$ cat src/rtl/display_scan_ctrl.sv
// display_scan_ctrl: four-digit multiplexed 7-segment scan controller.
// Double-buffered digit data, committed only at frame boundaries.
module display_scan_ctrl #(
    parameter int unsigned DIV   = 1000,
    parameter int unsigned BLANK = 2
) (
    input  logic        CLK,
    input  logic        RST_N,
    input  logic [15:0] DATA_IN,
    input  logic [3:0]  MASK_IN,
    input  logic        LOAD,
    output logic        LOAD_ACK,
    output logic        BUSY,
    output logic [3:0]  BCD_OUT,
    output logic [3:0]  DIGIT_EN_N,
    output logic        FRAME_DONE
);

    localparam int unsigned CW = (DIV > 1) ? $clog2(DIV) : 1;
    localparam logic [CW-1:0] CNT_LAST  = CW'(DIV - 1);
    localparam logic [CW-1:0] CNT_BLANK = CW'(BLANK);

    typedef enum logic {
        BLANKING,
        DRIVE
    } state_e;

    state_e        state_q, state_d;
    logic [CW-1:0] cnt_q, cnt_d;
    logic [1:0]    idx_q, idx_d;
    logic [15:0]   act_data_q, act_data_d;
    logic [3:0]    act_mask_q, act_mask_d;
    logic [15:0]   pend_data_q, pend_data_d;
    logic [3:0]    pend_mask_q, pend_mask_d;
    logic          busy_q, busy_d;
    logic          ack_q, ack_d;
    logic          fd_q, fd_d;
    logic [3:0]    bcd_q, bcd_d;
    logic [3:0]    en_q, en_d;

    logic          wrap;
    logic          accept;
    logic          commit;
    logic [3:0]    nib;

    // Slot counter and digit index; outputs are registered from the next
    // position so the registered outputs line up with the current position.
    always_comb begin
        wrap  = (cnt_q == CNT_LAST);
        cnt_d = wrap ? '0 : cnt_q + 1'b1;
        idx_d = wrap ? idx_q + 2'd1 : idx_q;
        fd_d  = (cnt_d == CNT_LAST) && (idx_d == 2'd3);
    end

    // Load handshake and frame-boundary commit of the pending buffer.
    always_comb begin
        accept      = LOAD && !busy_q;
        commit      = fd_q && busy_q;
        act_data_d  = act_data_q;
        act_mask_d  = act_mask_q;
        pend_data_d = pend_data_q;
        pend_mask_d = pend_mask_q;
        busy_d      = busy_q;
        ack_d       = accept;
        if (commit) begin
            act_data_d = pend_data_q;
            act_mask_d = pend_mask_q;
            busy_d     = 1'b0;
        end
        if (accept) begin
            pend_data_d = DATA_IN;
            pend_mask_d = MASK_IN;
            busy_d      = 1'b1;
        end
    end

    // Slot phase: blank for the first BLANK cycles, then drive the digit.
    always_comb begin
        state_d = state_q;
        unique case (state_q)
            BLANKING: if (cnt_d >= CNT_BLANK) state_d = DRIVE;
            DRIVE:    if (cnt_d < CNT_BLANK) state_d = BLANKING;
            default:  state_d = BLANKING;
        endcase
    end

    // Digit nibble for the next slot position.
    always_comb begin
        nib = 4'h0;
        unique case (idx_d)
            2'd0: nib = act_data_d[3:0];
            2'd1: nib = act_data_d[7:4];
            2'd2: nib = act_data_d[11:8];
            2'd3: nib = act_data_d[15:12];
            default: nib = 4'h0;
        endcase
    end

    // Display drive: dark unless driving an unmasked digit.
    always_comb begin
        en_d  = 4'hF;
        bcd_d = 4'h0;
        if (state_d == DRIVE && !act_mask_d[idx_d]) begin
            en_d[idx_d] = 1'b0;
            bcd_d       = nib;
        end
    end

    // Scan position and phase registers.
    always_ff @(posedge CLK or negedge RST_N) begin
        if (!RST_N) begin
            state_q <= BLANKING;
            cnt_q   <= '0;
            idx_q   <= 2'd0;
        end else begin
            state_q <= state_d;
            cnt_q   <= cnt_d;
            idx_q   <= idx_d;
        end
    end

    // Active and pending buffers plus handshake state.
    always_ff @(posedge CLK or negedge RST_N) begin
        if (!RST_N) begin
            act_data_q  <= 16'h0;
            act_mask_q  <= 4'h0;
            pend_data_q <= 16'h0;
            pend_mask_q <= 4'h0;
            busy_q      <= 1'b0;
            ack_q       <= 1'b0;
        end else begin
            act_data_q  <= act_data_d;
            act_mask_q  <= act_mask_d;
            pend_data_q <= pend_data_d;
            pend_mask_q <= pend_mask_d;
            busy_q      <= busy_d;
            ack_q       <= ack_d;
        end
    end

    // Registered display outputs.
    always_ff @(posedge CLK or negedge RST_N) begin
        if (!RST_N) begin
            fd_q  <= 1'b0;
            bcd_q <= 4'h0;
            en_q  <= 4'hF;
        end else begin
            fd_q  <= fd_d;
            bcd_q <= bcd_d;
            en_q  <= en_d;
        end
    end

    assign LOAD_ACK   = ack_q;
    assign BUSY       = busy_q;
    assign BCD_OUT    = bcd_q;
    assign DIGIT_EN_N = en_q;
    assign FRAME_DONE = fd_q;

endmodule

$ cat config.mk
export PLATFORM = sky130hd
export DESIGN_NAME = display_scan_ctrl
export DESIGN_NICKNAME = d
export VERILOG_FILES = /design/src/rtl/display_scan_ctrl.sv
export SDC_FILE = /design/constraint.sdc
export NUM_CORES = 1
export LEC_CHECK = 0
export BUFFER_PORTS_ARGS = -buffer_cell sky130_fd_sc_hd__buf_2
export CORE_ASPECT_RATIO = 1.2
export CORE_MARGIN = 5
export CORE_UTILIZATION = 55
export DETAILED_ROUTE_END_ITERATION = 8
export PLACE_DENSITY_LB_ADDON = 0.12
export SLEW_MARGIN = 25
export SYNTH_ARGS = -nofsm -noshare
export SYNTH_HDL_FRONTEND = slang
export SYNTH_SLANG_ARGS = --single-unit
$ cat constraint.sdc
create_clock -name CLK -period 2.5 [get_ports CLK]
set_input_delay 0.375 -clock CLK [delete_from_list [all_inputs] [get_ports CLK]]
set_output_delay 0.375 -clock CLK [all_outputs]
set_load 0.05 [all_outputs]
After elaboration in Yosys (flattened, before gate mapping)
Cells that the tools add are included.
Cells by class
  add/subtract/negate cells: 2
  multipliers: 0
  div/mod/pow operators: 0
  $lt $le $gt $ge: 4
  eq/ne operators: 5
  shift-type cells: 0
  multiplexer cells: 16
  bitwise gates (word level): 2
  reduce and logical (&&, ||, !) cells: 9
Operators with widths (number)
  10-bit equality test, second input constant: 2
  16-bit 2-to-1 mux: 1
  4-bit one-hot mux with 4 select lines: 1
  4-bit 2-to-1 mux: 3
  10-bit by 1-bit adder with 10-bit output, second input constant: 1
  10-bit by 2-bit >= comparator with 1-bit output, second input constant: 1
  10-bit by 2-bit < comparator with 1-bit output, second input constant: 1
  10-bit 2-to-1 mux: 1
  1-bit 2-to-1 mux: 6
  1-bit logical AND: 5
  2-bit equality test, second input constant: 2
  4-bit NOT: 1
  2-bit by 3-bit < comparator with 1-bit output, second input constant: 1
  2-bit by 1-bit adder with 2-bit output, second input constant: 1
  1-bit binary-select mux with 2-bit select: 1
  1-bit demux with 2-bit select: 1
  2-bit by 1-bit equality test with 1-bit output, second input constant: 1
  2-bit by 1-bit >= comparator with 1-bit output, second input constant: 1
  1-bit zero test: 2
  2-bit zero test: 1
  2-bit 2-to-1 mux: 1
  1-bit one-hot mux with 2 select lines: 1
  2-bit nonzero test: 1
  1-bit NOT: 1
Storage, ports and cells
  register bits after elaboration: 64
  bits in latches: 0
  memory bits (writable): 0
  bits in read-only memories: 0
  input bits: 23
  output and inout bits: 11
  logic and storage cells: 50
  memories kept: 0

Longest topological paths before layout
Gate-level depths: netlist (run 1).
  depth after elaboration: 8
  gate-level depth with buffers: 8
  mapped depth without buffers: 7

Least setup slack after synthesis (run 1)
Ideal clock, no wire load.
  kind: reg2reg
  start point: register busy_q, in the netlist BUSY
  end point: register en_q[3], in the netlist DIGIT_EN_N[3]
  setup time: 0.082 ns
  arrival: 2.172 ns
  required time: 2.418 ns
  slack: 0.246 ns
  stages on the path, launching flop included: 7
  path buffers: 1
  period minus slack after synthesis: 2.254 ns
  cells stage by stage: dfrtp_1 -> clkbuf_1 -> nand2_1 -> mux2_2 -> mux2_2 -> o211a_2 -> a211o_1
On the way
  cells in the longest elaborated chain, start to end: 7
RTL lines
  start: declaration: RTL line 35  | logic busy_q, busy_d;
  start signal: assignment: RTL line 136  | busy_q <= busy_d;
  1-bit logical AND: RTL line 58  | commit = fd_q && busy_q;
  4-bit 2-to-1 mux: RTL line 65  | if (commit) begin
  via act_mask_d[3]: RTL line 32  | logic [3:0] act_mask_q, act_mask_d;
  1-bit binary-select mux with 2-bit select: RTL line 103  | if (state_d == DRIVE && !act_mask_d[idx_d]) begin
  1-bit 2-to-1 mux (implied by the code): RTL line 103
  1-bit zero test: RTL line 103
  1-bit logical AND: RTL line 103
  4-bit 2-to-1 mux: RTL line 103
  via en_d[3]: RTL line 39  | logic [3:0] en_q, en_d;
  end signal: assignment: RTL line 150  | en_q <= en_d;
  end: declaration: RTL line 39
The timed path passes the listed nets, and every way through them passes these cells. The select of a mux whose other input is x is not followed.
A chain may end at the register's enable or synchronous reset.

Final worst setup path (run 1)
  start point: register cnt_q[0]
  end point: register bcd_q[3], in the netlist BCD_OUT[3]
On the way
  cells in the longest elaborated chain, start to end: 7
  elaborated cells between the ends (all ways): 19
  classes of those cells: add/sub (1); order compare (2); eq/ne (4); mux (9); reduce/logical (3)
RTL lines
  start: declaration: RTL line 29  | logic [CW-1:0] cnt_q, cnt_d;
  start signal: assignment: RTL line 117  | cnt_q <= cnt_d;
  10-bit by 1-bit adder with 10-bit output / 10-bit equality test (equally long branches): RTL line 50, 49
  10-bit 2-to-1 mux / 2-bit 2-to-1 mux (equally long branches): RTL line 50, 51
  10-bit by 2-bit < comparator with 1-bit output (tied with other cells): RTL line 82  | DRIVE: if (cnt_d < CNT_BLANK) state_d = BLANKING;
  1-bit 2-to-1 mux (on tied branches): RTL line 82, 103, 81
  1-bit one-hot mux with 2 select lines / 1-bit zero test (equally long branches): RTL line 80, 103
  1-bit logical AND: RTL line 103
  4-bit 2-to-1 mux (*): RTL line 103
  via bcd_d[3]: RTL line 38  | logic [3:0] bcd_q, bcd_d;
  end signal: assignment: RTL line 145  | bcd_q <= 4'h0;
  end signal: assignment: RTL line 149  | bcd_q <= bcd_d;
  end: declaration: RTL line 38
Mark *: on every way through the listed nets, which the timed path passes. The rest lies on a longest branch. The select of a mux whose other input is x is not followed.

==> results.yml, run 1 <==
outcome:
  result_of_the_run: "completed"
clock_network:
  postCtsSetupBuffers: 0
  cts.path.max_buffers: 2
  cts_tree: "built"
  clock_latency_ns: 0.34
  cts.sink_count: 64
  hold_buffers: 0
  number_of_buffers_created_by_cts: 9
  clk_transition_reported_paths_ns: 0.07
  post_cts_resized: 0
  cts.root.buffer_cell: "clkbuf_8"
  cts.htree.levels: 3
timing:
  max_slew.worst_pin.slew_ns: 0.7175
  achievable-frequency_mhz: 441.3
  worst_clock_skew_ns: 0.01052
  timing.max_slew.rel_slack_pct: 52.17
  fin_tns_setup_ns: 0
  post-route-period-util_pct: 90.64
  setup_repair_after_global_routing_missed_its_margin: "false"
  min_period_ns: 2.266
  final-setup-viol-count: 0
  worst_slack_setup_final_ns: 0.2340
  timing.final.max_slew_violations: 0
  final-hold-violation-count: 0
synth:
  synthesis.yosys.warnings: 0
  ys_top_cells_by_area: "dfrtp_1 47%, mux2_2 11%, a211oi_1 3.5%"
  avgSynthCellArea_sq_um: 12.26
  yosys.area.top_type: "dfrtp_1"
  portion_of_synthesized_cell_area_occupied_by_the_leading_cell_type_pct: 46.91
  synth-adder-area-share_pct: 1.173
  synth_top_family_by_area: "multiplexers"
  syn-cell-area_sq_um: 3201
  synthMuxAreaShare_pct: 16.85
  synth.most_common_cell: "dfrtp_1"
  synth_seq_area_share_pct: 50.20
  synth_flop_cell: "dfrtp_1"
  synth_async_sr_flop_share_pct: 100.0
  syn_nets: 287
  synth_compound_area_share_pct: 12.00
  yosys.area_share.simple_pct: 13.41
  synth.ff_latch_count: 64
  syn-instance-count: 261
  post_synth_most_frequent_cells: "60 x dfrtp_1, 31 x mux2_2, 15 x a211oi_1"
  synth_edf_count: 0
  yosysUniqueCellTypes: 57
  yosys.area_share.xor_xnor_pct: 1.368
global_routing:
  antenna_found_initial: 0
  grt_use_met3_pct: 5.395
  global_route.overflow_total: 0
  groute.layer.met2.usage_pct: 30.50
  grt_pass1_vias: 2227
  global_route_wire_length_before_repair_um: 10710
  grt_start_max_net_pins: 34
  met1_grt_util_pct: 23.54
  grt.busiest_layer: "met2"
  grt.total_usage_pct: 18.64
flow_run:
  cap_viol_max_count: 0
detailed_routing:
  post_drt_wl_per_cell_um: 15.73
  routed_wl_um: 6042
  routed-via-count: 2197
  drt_first_iter_violations: 94
  detail_route.first_pass.iterations: 4
  drcViolationCount: 0
  ant_nets: 0
  vias_per_cell: 5.721
final_layout:
  n_fill_cell: 455
  area_delta_synth_final_pct: 13.45
  layout.area.seq_sq_um: 1607
  num-nets-final: 325
  multi_input_comb_area_sq_um: 1436
  share_of_cells_above_drive_strength_1_pct: 37.17
  count_of_non_filler_cells_in_the_finished_layout: 384
  antenna_cells: 0
critical_path:
  critPathKind: "reg2reg"
  timing.rr.start: "cnt_q[0]"
  critPathMaxStageDelay_ns: 0.43
  worstPathCellList: "ha_1 -> and2_1 -> and4_1 -> a2111oi_0 -> o22a_1 -> a211oi_1"
  arrival_ns: 2.47
  critical_path.startpoint_type: "flip-flop"
  cp_num_cells: 6
  regToRegSetupSlack_ns: 0.23
  critical_path.reg2reg.endpoint: "BCD_OUT[3]"
  worst-endpoint-required_ns: 2.71
  worstPathMaxFanout: 9
  critical-path-top-delay-family: "compound AO/OA/AOI/OAI gates"
  critPathBufInv: 0
  r2r_cells: 6
  crit_slowest_cell: "dfrtp_1"
  element_type_at_the_critical_path_end: "flip-flop"
power:
  leakage_dissipation_nw: 1.786
  finalPower_mw: 2.299
  power.density_cell_area_nw_per_um2: 633.2
  power.ir.vdd_worst_mv: 0.4598
floorplan:
  floorplan.die_area_sq_um: 7451
  num_rows: 30
  core_area_sq_um: 5668
  ioPinCount: 34
  floorplan.initialDensity_pct: 56.47
  chipWidth_um: 79.64
  fp.dieH_um: 93.57
placed_design:
  place.gp.congestion: 0.9184
  dp_hpwl_um: 4370
  port_buffers: 33
  setup_slack_at_placement_ns: 0.2415
  dp.cells: 368
worst_hold_path:
  hp-class: "in2async"
==> metal layers <==
layer | part of all wire, % | vias up | routed length (um)
met3 | 4.2 | 13 | 255
met4 | 1.6 | 0 | 99
met2 | 52 | 46 | 3115
li1 | - | 1051 | -
met1 | 43 | 1087 | 2571
met5 | 0 | - | 0
==> logic make-up (layout without fill, tap and decap cells) <==
family                     after synthesis  in the layout
buffers and inverters                   29             72
and+or+nand+nor                         64             64
DFF                                     64             64
AOI/OAI and AO/OA                       51             51
xor gates and xnor gates                 5              5
adders and majority gates                3              3
muxes                                   45             45
==> state kept, by name (all words and copies together), names as in the netlist <==
name / cells
BUSY: 1
act_mask_q: 4
DIGIT_EN_N: 4
act_data_q: 16
BCD_OUT: 4
FRAME_DONE: 1
pend_data_q: 16
cnt_q: 10
pend_mask_q: 4
state_q: 1
LOAD_ACK: 1
idx_q: 2
==> worst register-to-register path, cell delays in order, from the launching register on <==
cell,delay (ns)
dfrtp_1,0.43
ha_1,0.27
and2_1,0.25
and4_1,0.24
a2111oi_0,0.39
o22a_1,0.42
a211oi_1,0.13
==> cells in the final DEF, fill, tap and decap left out, drive strengths merged, types with 4 or more instances in the layout <==
cell type and instances:
inv 14, mux2 31, mux2i 10, nand2 9, clkbuf 12, nand2b 4, dfrtp 60, nand4 10
and3 8, o21ai 4, a21o 9, buf 42, o21bai 4, nand3 6, mux4 4, a211oi 15
a21oi 5, nor4 4, nor2 8, dfstp 4
==> final cells by class <==
cell class | count | share of cell area, %
inverters | 14 | 1.447
clock inverters | 4 | 1.241
repair buffers | 42 | 6.754
well taps | 80 | 2.757
flip-flops and latches | 64 | 44.25
clock buffers | 12 | 3.997
multi-input cells | 168 | 39.56
==> worst max path at each step <==
stage / startpoint / to / slack, ns
final: cnt_q[0] / BCD_OUT[3] / 0.23
after global routing: cnt_q[0] / BCD_OUT[3] / 0.09
after CTS: cnt_q[0] / BCD_OUT[3] / 0.23
after detailed placement: cnt_q[0] / BCD_OUT[3] / 0.24
after global placement: cnt_q[0] / FRAME_DONE / 0.29
after floorplan: BUSY / DIGIT_EN_N[3] / 0.25
==> stage by stage <==
step | utilization (%) | hold WS (ns) | area (sq um)
floorplan | - | 0.07941 | 3201
global placement | 60.71 | 0.4703 | 3441
detailed placement | 60.71 | 0.4693 | 3441
CTS | 64.06 | 0.1058 | 3631
global route | 64.06 | 0.1391 | 3631
finish | 64.06 | 0.08764 | 3631
==> where the power goes <==
group / internal (mW) / switching, mW
sequential: 1.16 / 0.0781
clock: 0.483 / 0.384
combinational: 0.124 / 0.0656
total: 1.77 / 0.528
Power figures use the tool's default switching activity.
==> inputs of run 2 (changes only) <==
--- a/config.mk
+++ b/config.mk
@@ -8,7 +8,7 @@
 export BUFFER_PORTS_ARGS = -buffer_cell sky130_fd_sc_hd__buf_2
 export CORE_ASPECT_RATIO = 1.2
 export CORE_MARGIN = 5
-export CORE_UTILIZATION = 55
+export CORE_UTILIZATION = 58
 export DETAILED_ROUTE_END_ITERATION = 8
 export PLACE_DENSITY_LB_ADDON = 0.12
 export SLEW_MARGIN = 25
==> results.yml, run 2 (same netlist as run 1, synthesis figures left out) <==
critical_path:
  worstPathMaxFanout: 9
  critical_path.startpoint_type: "flip-flop"
  crit_slowest_cell: "dfrtp_1"
  worst-endpoint-required_ns: 2.71
  critPathMaxStageDelay_ns: 0.44
  arrival_ns: 2.46
  element_type_at_the_critical_path_end: "flip-flop"
  worstPathCellList: "ha_1 -> and2_1 -> and4_1 -> a2111oi_0 -> o22a_1 -> a211oi_1"
  r2r_cells: 6
  critPathKind: "reg2reg"
clock_network:
  post_cts_resized: 0
  cts.path.max_buffers: 2
  postCtsSetupBuffers: 0
  cts.root.buffer_cell: "clkbuf_8"
  cts_tree: "built"
  cts.sink_count: 64
  clk_transition_reported_paths_ns: 0.07
  number_of_buffers_created_by_cts: 9
  clock_latency_ns: 0.34
  cts.htree.levels: 3
  hold_buffers: 0
timing:
  setup_repair_after_global_routing_missed_its_margin: "false"
  final-setup-viol-count: 0
  worst_clock_skew_ns: 0.006641
  achievable-frequency_mhz: 443.2
  max_slew.worst_pin.slew_ns: 0.7897
  fin_tns_setup_ns: 0
  final-hold-violation-count: 0
  timing.max_slew.rel_slack_pct: 47.35
  minimum_hold_slack_ns: 0.1882
  post-route-period-util_pct: 90.25
  min_period_ns: 2.256
  timing.final.max_slew_violations: 0
detailed_routing:
  vias_per_cell: 5.869
  post_drt_wl_per_cell_um: 16.03
  detail_route.first_pass.iterations: 4
  routed_wl_um: 5867
  ant_nets: 0
  drcViolationCount: 0
  drt_first_iter_violations: 124
  routed-via-count: 2148
power:
  finalPower_mw: 2.531
  leakage_dissipation_nw: 1.806
  power.ir.vdd_worst_mv: 0.5487
  power.density_cell_area_nw_per_um2: 691.4
global_routing:
  grt_start_max_net_pins: 65
  global_route_wire_length_before_repair_um: 10460
  global_route.overflow_total: 0
  grt.total_usage_pct: 18.32
  antenna_found_initial: 0
  grt_pass1_vias: 2224
final_layout:
  most_common_cell_after_layout_fill_and_taps_aside: "dfrtp_1"
  area_delta_synth_final_pct: 14.35
  final_cell_mix: "60 x dfrtp_1, 33 x buf_2, 31 x mux2_2, 15 x a211oi_1, 13 x inv_1"
  layout_top_registers: "act_data_q x16, pend_data_q x16, cnt_q x10"
  n_fill_cell: 421
  share_of_cells_above_drive_strength_1_pct: 37.83
  num-nets-final: 325
  antenna_cells: 0
  count_of_non_filler_cells_in_the_finished_layout: 366
placed_design:
  port_buffers: 33
  dp.cells: 350
  place.gp.congestion: 0.9085
  dp_hpwl_um: 4260
worst_hold_path:
  hp-class: "in2async"
floorplan:
  num_rows: 29
  floorplan.die_area_sq_um: 7110
  ioPinCount: 34
  floorplan.initialDensity_pct: 60.00
  core_area_sq_um: 5334
  fp.dieH_um: 91.38
  chipWidth_um: 77.81
outcome:
  result_of_the_run: "completed"
flow_run:
  cap_viol_max_count: 0
run 2: cell count changes in the layout (fill, tap and decap cells not counted), sizes merged:
cell / delta
clkinv: -2
clkinvlp: +1
bufinv: +2
clkbuf: -1
run 2: layout make-up:
class	instances	area (sq um)	share of cell area [%]
Sequential cell	64	1607	43.90
Multi-Input combinational cell	168	1436	39.25
Timing Repair Buffer	42	232.7	6.359
Clock buffer	11	151.4	4.137
Clock inverter	5	102.6	2.803
Tap cell	62	77.57	2.120
Inverter	14	52.55	1.436
run 2: critical path: cells and delay by family (launching register included):
kind            cells  cell delay [ns]
compound gates      3             0.91
fa+ha+maj           1             0.28
flops               1             0.44
simple gates        2             0.49
run 2: final timing paths:
path                                     from              to  slack (ns)
min in group CLK                   DATA_IN[2]  pend_data_q[2]        0.26
worst max register to register       cnt_q[0]      BCD_OUT[1]        0.24
worst min register to register  act_mask_q[3]   act_mask_q[3]        0.50
max in group asynchronous               RST_N      BCD_OUT[2]        1.78
worst min-delay path                    RST_N  pend_data_q[5]        0.19
worst max-delay path                 cnt_q[0]      BCD_OUT[1]        0.24
run 2: metal layers:
layer  wire length, um  GRT usage (%)  up-vias
met4               140          9.599        0
li1                  -              -     1042
met1              2566          22.55     1052
met5                 0              0        -
met3               217          4.455       11
met2              2942          29.53       43
run 2: per-stage QoR:
stage          cell area [sq um]  utilization, %  worst slack, ns
2_1_floorplan               3201               -           0.2457
3_3_place_gp                3406           63.85           0.3327
3_5_place_dp                3406           63.85           0.2379
4_1_cts                     3660           68.61           0.2290
5_1_grt                     3660           68.61          0.04731
6_report                    3660           68.61           0.2438
run 2: power breakdown:
group          switching [mW]  internal [mW]  total (mW)
Clock                   0.381          0.715        1.10
Sequential             0.0806           1.16        1.24
Combinational          0.0676          0.122       0.190
==> inputs of run 3 (changes only) <==
--- a/config.mk
+++ b/config.mk
@@ -6,9 +6,11 @@
 export NUM_CORES = 1
 export LEC_CHECK = 0
 export BUFFER_PORTS_ARGS = -buffer_cell sky130_fd_sc_hd__buf_2
+export CELL_PAD_IN_SITES_DETAIL_PLACEMENT = 1
+export CELL_PAD_IN_SITES_GLOBAL_PLACEMENT = 2
 export CORE_ASPECT_RATIO = 1.2
 export CORE_MARGIN = 5
-export CORE_UTILIZATION = 58
+export CORE_UTILIZATION = 40
 export DETAILED_ROUTE_END_ITERATION = 8
 export PLACE_DENSITY_LB_ADDON = 0.12
 export SLEW_MARGIN = 25
==> results.yml, run 3 (same netlist as run 1, synthesis figures left out) <==
global_routing:
  grt.total_usage_pct: 15.45
  global_route_wire_length_before_repair_um: 12100
  met1_grt_util_pct: 19.08
  grt_start_max_net_pins: 49
  groute.layer.met2.usage_pct: 26.79
  antenna_found_initial: 0
  global_route.overflow_total: 0
  grt_use_met3_pct: 3.549
  grt.busiest_layer: "met2"
  grt_pass1_vias: 2412
floorplan:
  floorplan.initialDensity_pct: 41.29
  floorplan.die_area_sq_um: 9897
  fp.dieH_um: 108.0
  ioPinCount: 34
  num_rows: 35
  core_area_sq_um: 7751
  chipWidth_um: 91.66
clock_network:
  clk_transition_reported_paths_ns: 0.08
  cts.htree.levels: 3
  postCtsSetupBuffers: 0
  number_of_buffers_created_by_cts: 9
  clock_latency_ns: 0.33
  cts_tree: "built"
  cts.path.max_buffers: 2
  cts.root.buffer_cell: "clkbuf_8"
  cts.sink_count: 64
critical_path:
  element_type_at_the_critical_path_end: "flip-flop"
  critPathKind: "reg2reg"
  critical_path.startpoint_type: "flip-flop"
  r2r_cells: 7
  source_of_the_critical_timing_path: "cnt_q[0]"
  regToRegSetupSlack_ns: 0.14
  worst-endpoint-required_ns: 2.72
  arrival_ns: 2.58
  timing.rr.start: "cnt_q[0]"
  worstPathMaxFanout: 6
placed_design:
  place.gp.congestion: 0.8760
  dp_hpwl_um: 5287
  port_buffers: 33
final_layout:
  most_common_cell_after_layout_fill_and_taps_aside: "dfrtp_1"
  n_fill_cell: 826
  area_delta_synth_final_pct: 17.04
  share_of_cells_above_drive_strength_1_pct: 38.44
  layout_top_registers: "act_data_q x16, pend_data_q x16, cnt_q x10"
  num-nets-final: 328
  final_cell_mix: "60 x dfrtp_1, 33 x buf_2, 31 x mux2_2, 15 x a211oi_1, 13 x inv_1"
  antenna_cells: 0
detailed_routing:
  routed-via-count: 2185
  ant_nets: 0
  detail_route.first_pass.iterations: 4
  drcViolationCount: 0
  post_drt_wl_per_cell_um: 17.51
  vias_per_cell: 5.476
  routed_wl_um: 6986
  drt_first_iter_violations: 109
timing:
  min_period_ns: 2.356
  achievable-frequency_mhz: 424.4
  fin_tns_setup_ns: 0
  timing.max_slew.rel_slack_pct: 65.00
  max_slew.worst_pin.slew_ns: 0.5249
  final-hold-violation-count: 0
  worst_clock_skew_ns: 0.01076
  minimum_hold_slack_ns: 0.2646
  final-setup-viol-count: 0
  post-route-period-util_pct: 94.26
  setup_repair_after_global_routing_missed_its_margin: "false"
  timing.final.max_slew_violations: 0
worst_hold_path:
  hp-class: "in2reg"
  hold_depth: 2
  hp-start: "DATA_IN[0]"
flow_run:
  cap_viol_max_count: 0
power:
  power.ir.vdd_worst_mv: 0.3797
  leakage_dissipation_nw: 1.843
  power.density_cell_area_nw_per_um2: 680.9
outcome:
  result_of_the_run: "completed"
[run 3: changes by cell type in the layout (fill, tap and decap cells not counted), sizes merged]
cell	before	now
dlygate4sd3	0	1
buf	42	44
[run 3: worst max-delay path: stages (launching register included)]
cell and delay (ns):
dfrtp_1 0.43, ha_2 0.25, nand4bb_1 0.20, buf_4 0.22
nor4_4 0.25, o21ai_2 0.09, or4b_4 0.52, nor4b_4 0.30
[run 3: path summary, 6_finish.rpt]
path	end
worst max-delay path	FRAME_DONE
worst min-delay path	pend_data_q[0]
worst max register to register	FRAME_DONE
worst min register to register	act_mask_q[3]
max in group asynchronous	DIGIT_EN_N[3]
min in group asynchronous	cnt_q[4]
[run 3: report_power, final]
part           switching [mW]  internal, mW
registers              0.0784          1.16
logic                  0.0674         0.125
clock network           0.401         0.715
[run 3: timing repair]
item | CTS | global route
endpoints found under the hold margin | 13 | 0
gates resized for setup | 0 | 2
setup endpoints to repair | 0 | 1
hold buffers | 1 | 0
[run 3: cell type report]
| cell class | count | area (sq um) | share of cell area, % |
|---|---|---|---|
| sequential | 64 | 1607 | 42.89 |
| multi-input combinational | 168 | 1448 | 38.64 |
| timing repair buffer | 45 | 270.3 | 7.214 |
| clock buffer | 11 | 151.4 | 4.041 |
| tap | 92 | 115.1 | 3.073 |
| clock inverter | 5 | 102.6 | 2.739 |
| inverter | 14 | 52.55 | 1.403 |
[run 3: per-stage QoR]
step / power [mW] / area (sq um) / worst slack [ns] / util, % / std cells
6_report: 2.551 / 3746 / 0.1436 / 48.33 / 399
2_1_floorplan: 1.372 / 3201 / 0.2457 / - / 261
3_3_place_gp: 1.447 / 3471 / 0.1558 / 44.78 / 382
4_1_cts: 2.591 / 3735 / 0.03331 / 48.18 / 399
3_5_place_dp: 1.463 / 3471 / 0.06969 / 44.78 / 382
5_1_grt: 2.672 / 3746 / 0.01464 / 48.33 / 399
[run 3: per-layer routing]
metal / part of all wire, % / vias up
met5: 0 / -
met2: 52 / 34
met3: 3.2 / 6
met4: 0.84 / 0
li1: - / 1041
met1: 44 / 1104
